File: src/rtl/bcd_countdown_timer_if.sv
// Control/status bundle for the BCD timer: preset/mode/load/button in, packed count and status out.
interface bcd_countdown_timer_if #(
  parameter int DIGITS = 2
);
  logic                  load;
  logic [4*DIGITS-1:0]   preset;
  logic                  mode;
  logic                  start_n;
  logic [4*DIGITS-1:0]   count;
  logic                  running;
  logic                  done;
  logic                  expired;

  modport master (output load, preset, mode, start_n,
                  input  count, running, done, expired);
  modport slave  (input  load, preset, mode, start_n,
                  output count, running, done, expired);
endinterface

File: src/rtl/bcd_countdown_timer.sv
// Multi-digit BCD down/up timer with prescaled tick, run/pause button and done/expired status.
module bcd_countdown_timer #(
  parameter int DIGITS  = 2,
  parameter int CLK_HZ  = 50000000,
  parameter int TICK_HZ = 1
) (
  input  logic                   clkin,
  input  logic                   reset,
  bcd_countdown_timer_if.slave   bus
);
  localparam int W   = 4*DIGITS;
  localparam int DIV = CLK_HZ/TICK_HZ;
  localparam int PW  = $clog2(DIV);
  localparam logic [PW-1:0] DIV_M1 = PW'(DIV-1);

  localparam logic [1:0] IDLE   = 2'd0;
  localparam logic [1:0] RUN    = 2'd1;
  localparam logic [1:0] PAUSED = 2'd2;
  localparam logic [1:0] DONE   = 2'd3;

  function automatic logic [W-1:0] sanit(input logic [W-1:0] p);
    logic [W-1:0] r;
    r = '0;
    for (int k = 0; k < DIGITS; k++)
      r[4*k +: 4] = (p[4*k +: 4] > 4'd9) ? 4'd9 : p[4*k +: 4];
    return r;
  endfunction

  // Ripple one BCD step from digit 0; carry/borrow continues only through 9s/0s.
  function automatic logic [W-1:0] bcd_step(input logic [W-1:0] v, input logic up);
    logic [W-1:0] r;
    logic         c;
    logic [3:0]   d;
    r = v;
    c = 1'b1;
    for (int k = 0; k < DIGITS; k++) begin
      d = v[4*k +: 4];
      if (c) begin
        if (up) begin
          if (d == 4'd9) r[4*k +: 4] = 4'd0;
          else begin r[4*k +: 4] = d + 4'd1; c = 1'b0; end
        end else begin
          if (d == 4'd0) r[4*k +: 4] = 4'd9;
          else begin r[4*k +: 4] = d - 4'd1; c = 1'b0; end
        end
      end
    end
    return r;
  endfunction

  logic [1:0]    state, state_n;
  logic [W-1:0]  cnt, cnt_n, target, end_val, stepped;
  logic [PW-1:0] presc, presc_n;
  logic          mode_q, exp_q, exp_n, tick;
  logic          s1, s2, s3, press;
  logic [1:0]    sv;

  // s3 only takes real samples once s2 holds a post-reset pin value, so a button
  // held low through reset cannot look like a fresh falling edge.
  always_ff @(posedge clkin) begin
    if (!reset) begin
      s1 <= 1'b1;
      s2 <= 1'b1;
      s3 <= 1'b0;
      sv <= 2'b00;
    end else begin
      s1 <= bus.start_n;
      s2 <= s1;
      s3 <= sv[1] ? s2 : 1'b0;
      sv <= {sv[0], 1'b1};
    end
  end

  assign press = s3 & ~s2;

  always_comb begin
    tick    = (state == RUN) && (presc == DIV_M1);
    end_val = mode_q ? target : '0;
    stepped = bcd_step(cnt, mode_q);
    state_n = state;
    cnt_n   = cnt;
    presc_n = presc;
    exp_n   = 1'b0;
    case (state)
      IDLE: if (press) begin
        if (cnt == end_val) begin
          state_n = DONE;
          exp_n   = 1'b1;
          presc_n = '0;
        end else state_n = RUN;
      end
      RUN: begin
        presc_n = tick ? '0 : presc + 1'b1;
        if (tick) cnt_n = stepped;
        if (tick && stepped == end_val) begin
          state_n = DONE;
          exp_n   = 1'b1;
          presc_n = '0;
        end else if (press) state_n = PAUSED;
      end
      PAUSED: if (press) state_n = RUN;
      DONE:    presc_n = '0;
      default: state_n = IDLE;
    endcase
  end

  always_ff @(posedge clkin) begin
    if (!reset || bus.load) begin
      state  <= IDLE;
      presc  <= '0;
      exp_q  <= 1'b0;
      mode_q <= bus.mode;
      target <= sanit(bus.preset);
      cnt    <= bus.mode ? '0 : sanit(bus.preset);
    end else begin
      state  <= state_n;
      presc  <= presc_n;
      exp_q  <= exp_n;
      cnt    <= cnt_n;
    end
  end

  assign bus.count   = cnt;
  assign bus.running = (state == RUN);
  assign bus.done    = (state == DONE);
  assign bus.expired = exp_q;
endmodule

File: src/flat_wrapper.sv
// flat-port wrapper written by rule: the top's interface ports become plain ports
module bcd_countdown_timer_flat 
#(
  parameter int DIGITS  = 2,
  parameter int CLK_HZ  = 50000000,
  parameter int TICK_HZ = 1
)
  (clkin, reset, bus_load, bus_preset, bus_mode, bus_start_n, bus_count, bus_running, bus_done, bus_expired);
  bcd_countdown_timer_if #(.DIGITS(DIGITS)) bus_i ();
  input  logic clkin;
  input  logic reset;
  input wire logic [$bits(bus_i.load)-1:0] bus_load;
  input wire logic [$bits(bus_i.preset)-1:0] bus_preset;
  input wire logic [$bits(bus_i.mode)-1:0] bus_mode;
  input wire logic [$bits(bus_i.start_n)-1:0] bus_start_n;
  output wire logic [$bits(bus_i.count)-1:0] bus_count;
  output wire logic [$bits(bus_i.running)-1:0] bus_running;
  output wire logic [$bits(bus_i.done)-1:0] bus_done;
  output wire logic [$bits(bus_i.expired)-1:0] bus_expired;
  assign bus_i.load = bus_load;
  assign bus_i.preset = bus_preset;
  assign bus_i.mode = bus_mode;
  assign bus_i.start_n = bus_start_n;
  assign bus_count = bus_i.count;
  assign bus_running = bus_i.running;
  assign bus_done = bus_i.done;
  assign bus_expired = bus_i.expired;
  bcd_countdown_timer #(.DIGITS(DIGITS), .CLK_HZ(CLK_HZ), .TICK_HZ(TICK_HZ)) u_core (.clkin(clkin), .reset(reset), .bus(bus_i));
endmodule
File: config.mk
export PLATFORM = sky130hd
export DESIGN_NAME = bcd_countdown_timer_flat
export DESIGN_NICKNAME = d
export VERILOG_FILES = /design/src/rtl/bcd_countdown_timer_if.sv /design/src/rtl/bcd_countdown_timer.sv /design/src/flat_wrapper.sv
export SDC_FILE = /design/constraint.sdc
export NUM_CORES = 1
export LEC_CHECK = 0
export CAP_MARGIN = 25
export CORE_MARGIN = 1
export CORE_UTILIZATION = 30
export DETAILED_ROUTE_END_ITERATION = 7
export PLACE_DENSITY = 0.47
export SETUP_SLACK_MARGIN = 0.15
export SLEW_MARGIN = 30
export SYNTH_ARGS = -nofsm -noshare
export SYNTH_HDL_FRONTEND = slang
export SYNTH_SLANG_ARGS = --single-unit
File: constraint.sdc
create_clock -name clkin -period 3.78 [get_ports clkin]
set_input_delay 0.567 -clock clkin [delete_from_list [all_inputs] [get_ports clkin]]
set_output_delay 0.567 -clock clkin [all_outputs]
set_load 0.03 [all_outputs]
==> flow_metrics.tcl <==
set metrics [dict create \
    outcome "completed" \
    r2r_cells 8 \
    synthAdderAreaFrac_pct 1.86 \
    die-area_sq_um 11700 \
    coreArea_sq_um 10900 \
    avgSynthCellArea_sq_um 8.28 \
    hp-start "u_core.s1$_SDFF_PN1_" \
    reg2reg_slack_ns 0.95 \
    dr_wl_met3_microns 174 \
    holdPathEnd "u_core.s2$_SDFF_PN1_" \
    wl_per_cell_microns 15.1 \
    seq_area_frac_synth_pct 35.3 \
    cp_slowest_cell "edfxtp_1" \
    drtIter0Drc 81 \
    synth_cell_types 62 \
    place.gp.congestion 0.783 \
    cts-root-buf "clkbuf_8" \
    ctsResizeCount 0 \
    worstSetupPathType "reg -> reg" \
    cellPowerDensity_nw_per_um2 331 \
    synth_edf_count 17 \
    synth_top_cell_by_area "dfxtp_1" \
    critical_path.max_fanout 32 \
    initial_core_util_pct 31.0 \
    holdCritPathClass "reg -> reg" \
    cts_hold_buffers 0 \
    grt_max_degree 44 \
    dpl.cell_count 550 \
    yosysWarnings 0 \
    cts_tree "done" \
    drv_slew 0 \
    wl_met1_microns 3920 \
    h-tree-depth 2 \
    instances_no_fill 558 \
    netlist_area_sq_um 3370 \
    synth_cells 407 \
    chipHeight_microns 108 \
    synth_seq_cells 51 \
    yosys_most_used_dff "dfxtp_1" \
    skew_ns 0.0123 \
    clock-sinks 51 \
    synth-compound-area-share_pct 25.2 \
    setup_tns_ns 0 \
    synthTopCellsByCount "dfxtp_1, nand2_1, o21ai_0" \
    syn_nets 425 \
    period_minus_slack_ns 2.83 \
    dieWidth_microns 108 \
    maxCapViolCount 0 \
    async_reset_ff_share_pct 0 \
    yosys.area_share.simple_pct 28.9 \
    timing.rr.end "u_core.presc[15]$_SDFFE_PN0P_" \
    routed.top_layer "met4" \
    maxSlewHeadroom_pct 63.7 \
    cts.path.max_buffers 2 \
    synth_mux_area_share_pct 0.297 \
    cp-start-kind "register" \
    yosysTopAreaCellShare_pct 20.2 \
    r2r-start "u_core.bus.count[1]$_DFFE_PP_" \
    cts_setup_buffers 0 \
    vias 3038 \
    antenna_cells 0 \
    max_stage_delay_ns 0.63 \
    synth.area.top_cells "dfxtp_1, edfxtp_1, o21ai_0, a21oi_1, o31ai_1" \
    area_growth_pct 13.7 \
    required_ns 4.02 \
    synth_top_family_by_area "simple AND/OR/NAND/NOR gates" \
    min_period_over_period_pct 74.8 \
    detailed_place_hpwl_microns 6140 \
    wl_microns 8420 \
    grt_pass1_vias 2908 \
    cp.arrival_ns 3.07 \
    num_rows 38 \
    clk_pin_slew_ns 0.10 \
    synthXorXnorAreaFrac_pct 2.60 \
    nNetsFinal 436 \
    p_leak_nw 1.22 \
    port_buffers 23 \
    vias_per_cell 5.44 \
    io_pins 24 \
    ir_drop_mv 0.147 \
    clock_latency_ns 0.30 \
    worst_slew_pin_slew_ns 0.544 \
    path_cells "and4bb_1 > a31oi_1 > a2bb2oi_1 > nor4_4 > a31oi_4 > buf_8 > or4_1 > a21oi_1" \
    met2_length_microns 4230 \
    whs_path_depth 1 \
    yosysMostFrequentCell "dfxtp_1" \
    fmax_mhz 354 \
    drive_gt1_share_pct 6.22 \
    ant_nets 0 \
    remaining_drc_errors 0 \
    antenna_found_initial 0 \
    setup_violations 0 \
    dr.pass1.iters 4 \
    cts_inserted_buffers 5 \
    grt_pass1_wl_microns 14000 \
    end_kind "register" \
    track_usage_pct 15.1 \
    rsz0062_at_grt "false" \
    hold_violations 0 \
    grt.overflow.total 0 \
]
registers in the layout, summed over array words and instances (netlist names), 2 cells and up:
signal,cells
u_core.presc,26
u_core.sv,2
u_core.target,8
u_core.bus.count,8
u_core.state,2
stage by stage:
step	utilization [%]	instance area (sq um)	hold WS [ns]	setup WS, ns	power (mW)
after global routing	35.2	3830	0.459	0.719	1.34
after global placement	34.1	3720	0.393	0.743	0.931
after CTS	35.1	3820	0.417	0.728	1.29
after floorplan	-	3370	0.386	0.746	0.848
after detailed placement	34.1	3720	0.394	0.762	0.930
final	35.2	3830	0.414	0.953	1.27
final cells by class:
type | instances | area [sq um]
repair buffers | 32 | 305
multi-input cells | 312 | 2000
inverters | 16 | 60.1
fillers | 1129 | 7050
flip-flops and latches | 51 | 1190
clock buffers | 7 | 101
well taps | 140 | 175
kinds of logic (layout without fill, tap and decap cells):
group,Yosys count,in the layout
AOI/OAI and AO/OA,127,127
xor gates and xnor gates,10,10
adders and majority gates,5,5
buffers and inverters,44,55
DFF,51,51
muxes,1,1
and+or+nand+nor,169,169
layer usage:
layer | track usage, % | vias to the layer above
met3 | 2.29 | 9
met5 | 0 | -
met2 | 26.6 | 27
met4 | 5.09 | 0
li1 | - | 1575
met1 | 18.6 | 1427
worst max path at each step:
stage,start,endpoint,depth (start not counted)
after detailed placement,u_core.bus.count[1]$_DFFE_PP_,u_core.presc[8]$_SDFFE_PN0P_,8
final,u_core.bus.count[1]$_DFFE_PP_,u_core.presc[15]$_SDFFE_PN0P_,8
after global placement,u_core.bus.count[5]$_DFFE_PP_,u_core.presc[8]$_SDFFE_PN0P_,8
after global routing,u_core.bus.count[6]$_DFFE_PP_,u_core.presc[20]$_SDFFE_PN0P_,8
after floorplan,u_core.state[1]$_SDFFE_PN0P_,u_core.presc[20]$_SDFFE_PN0P_,9
after CTS,u_core.bus.count[5]$_DFFE_PP_,u_core.presc[8]$_SDFFE_PN0P_,8
cells in the final DEF (no fill, tap or decap), types with 4 or more instances in the layout:
cell type        netlist  final
edfxtp_1              17     17
a31oi_1               10      9
nor3_1                12     12
nand2_1               31     31
nand3_1               18     18
xnor2_1                8      8
nor2b_1                9      9
nor4_1                 7      7
o31ai_1               16     16
nand4_1               10     10
inv_1                 14     14
buf_4                  1      8
clkbuf_8               0      5
o21ai_0               29     29
nand3b_1               6      6
or3_1                  5      5
dfxtp_1               34     34
and3_1                 9      9
or4_1                 14     14
and2_1                 4      4
nand2b_1               8      8
clkdlybuf4s50_1        0     23
a2bb2oi_1              4      4
a22o_1                 4      4
a21oi_1               28     28
nor2_1                20     20
o21a_1                 7      7
ha_1                   5      5
report_power, final:
part,switching (mW),internal [mW],leakage (nW)
logic,0.150,0.124,0.708
registers,0.0513,0.592,0.454
clock network,0.178,0.175,0.0529
total,0.379,0.891,1.22
worst max-delay path, delay by kind of cell, from the launching register on:
family,cells,cell delay [ns]
AND/OR/NAND/NOR,3,1.28
buffers and inverters,1,0.23
flip-flops,1,0.63
AO/OA/AOI/OAI,4,0.62
No activity file was read; power rests on OpenSTA's default activity.
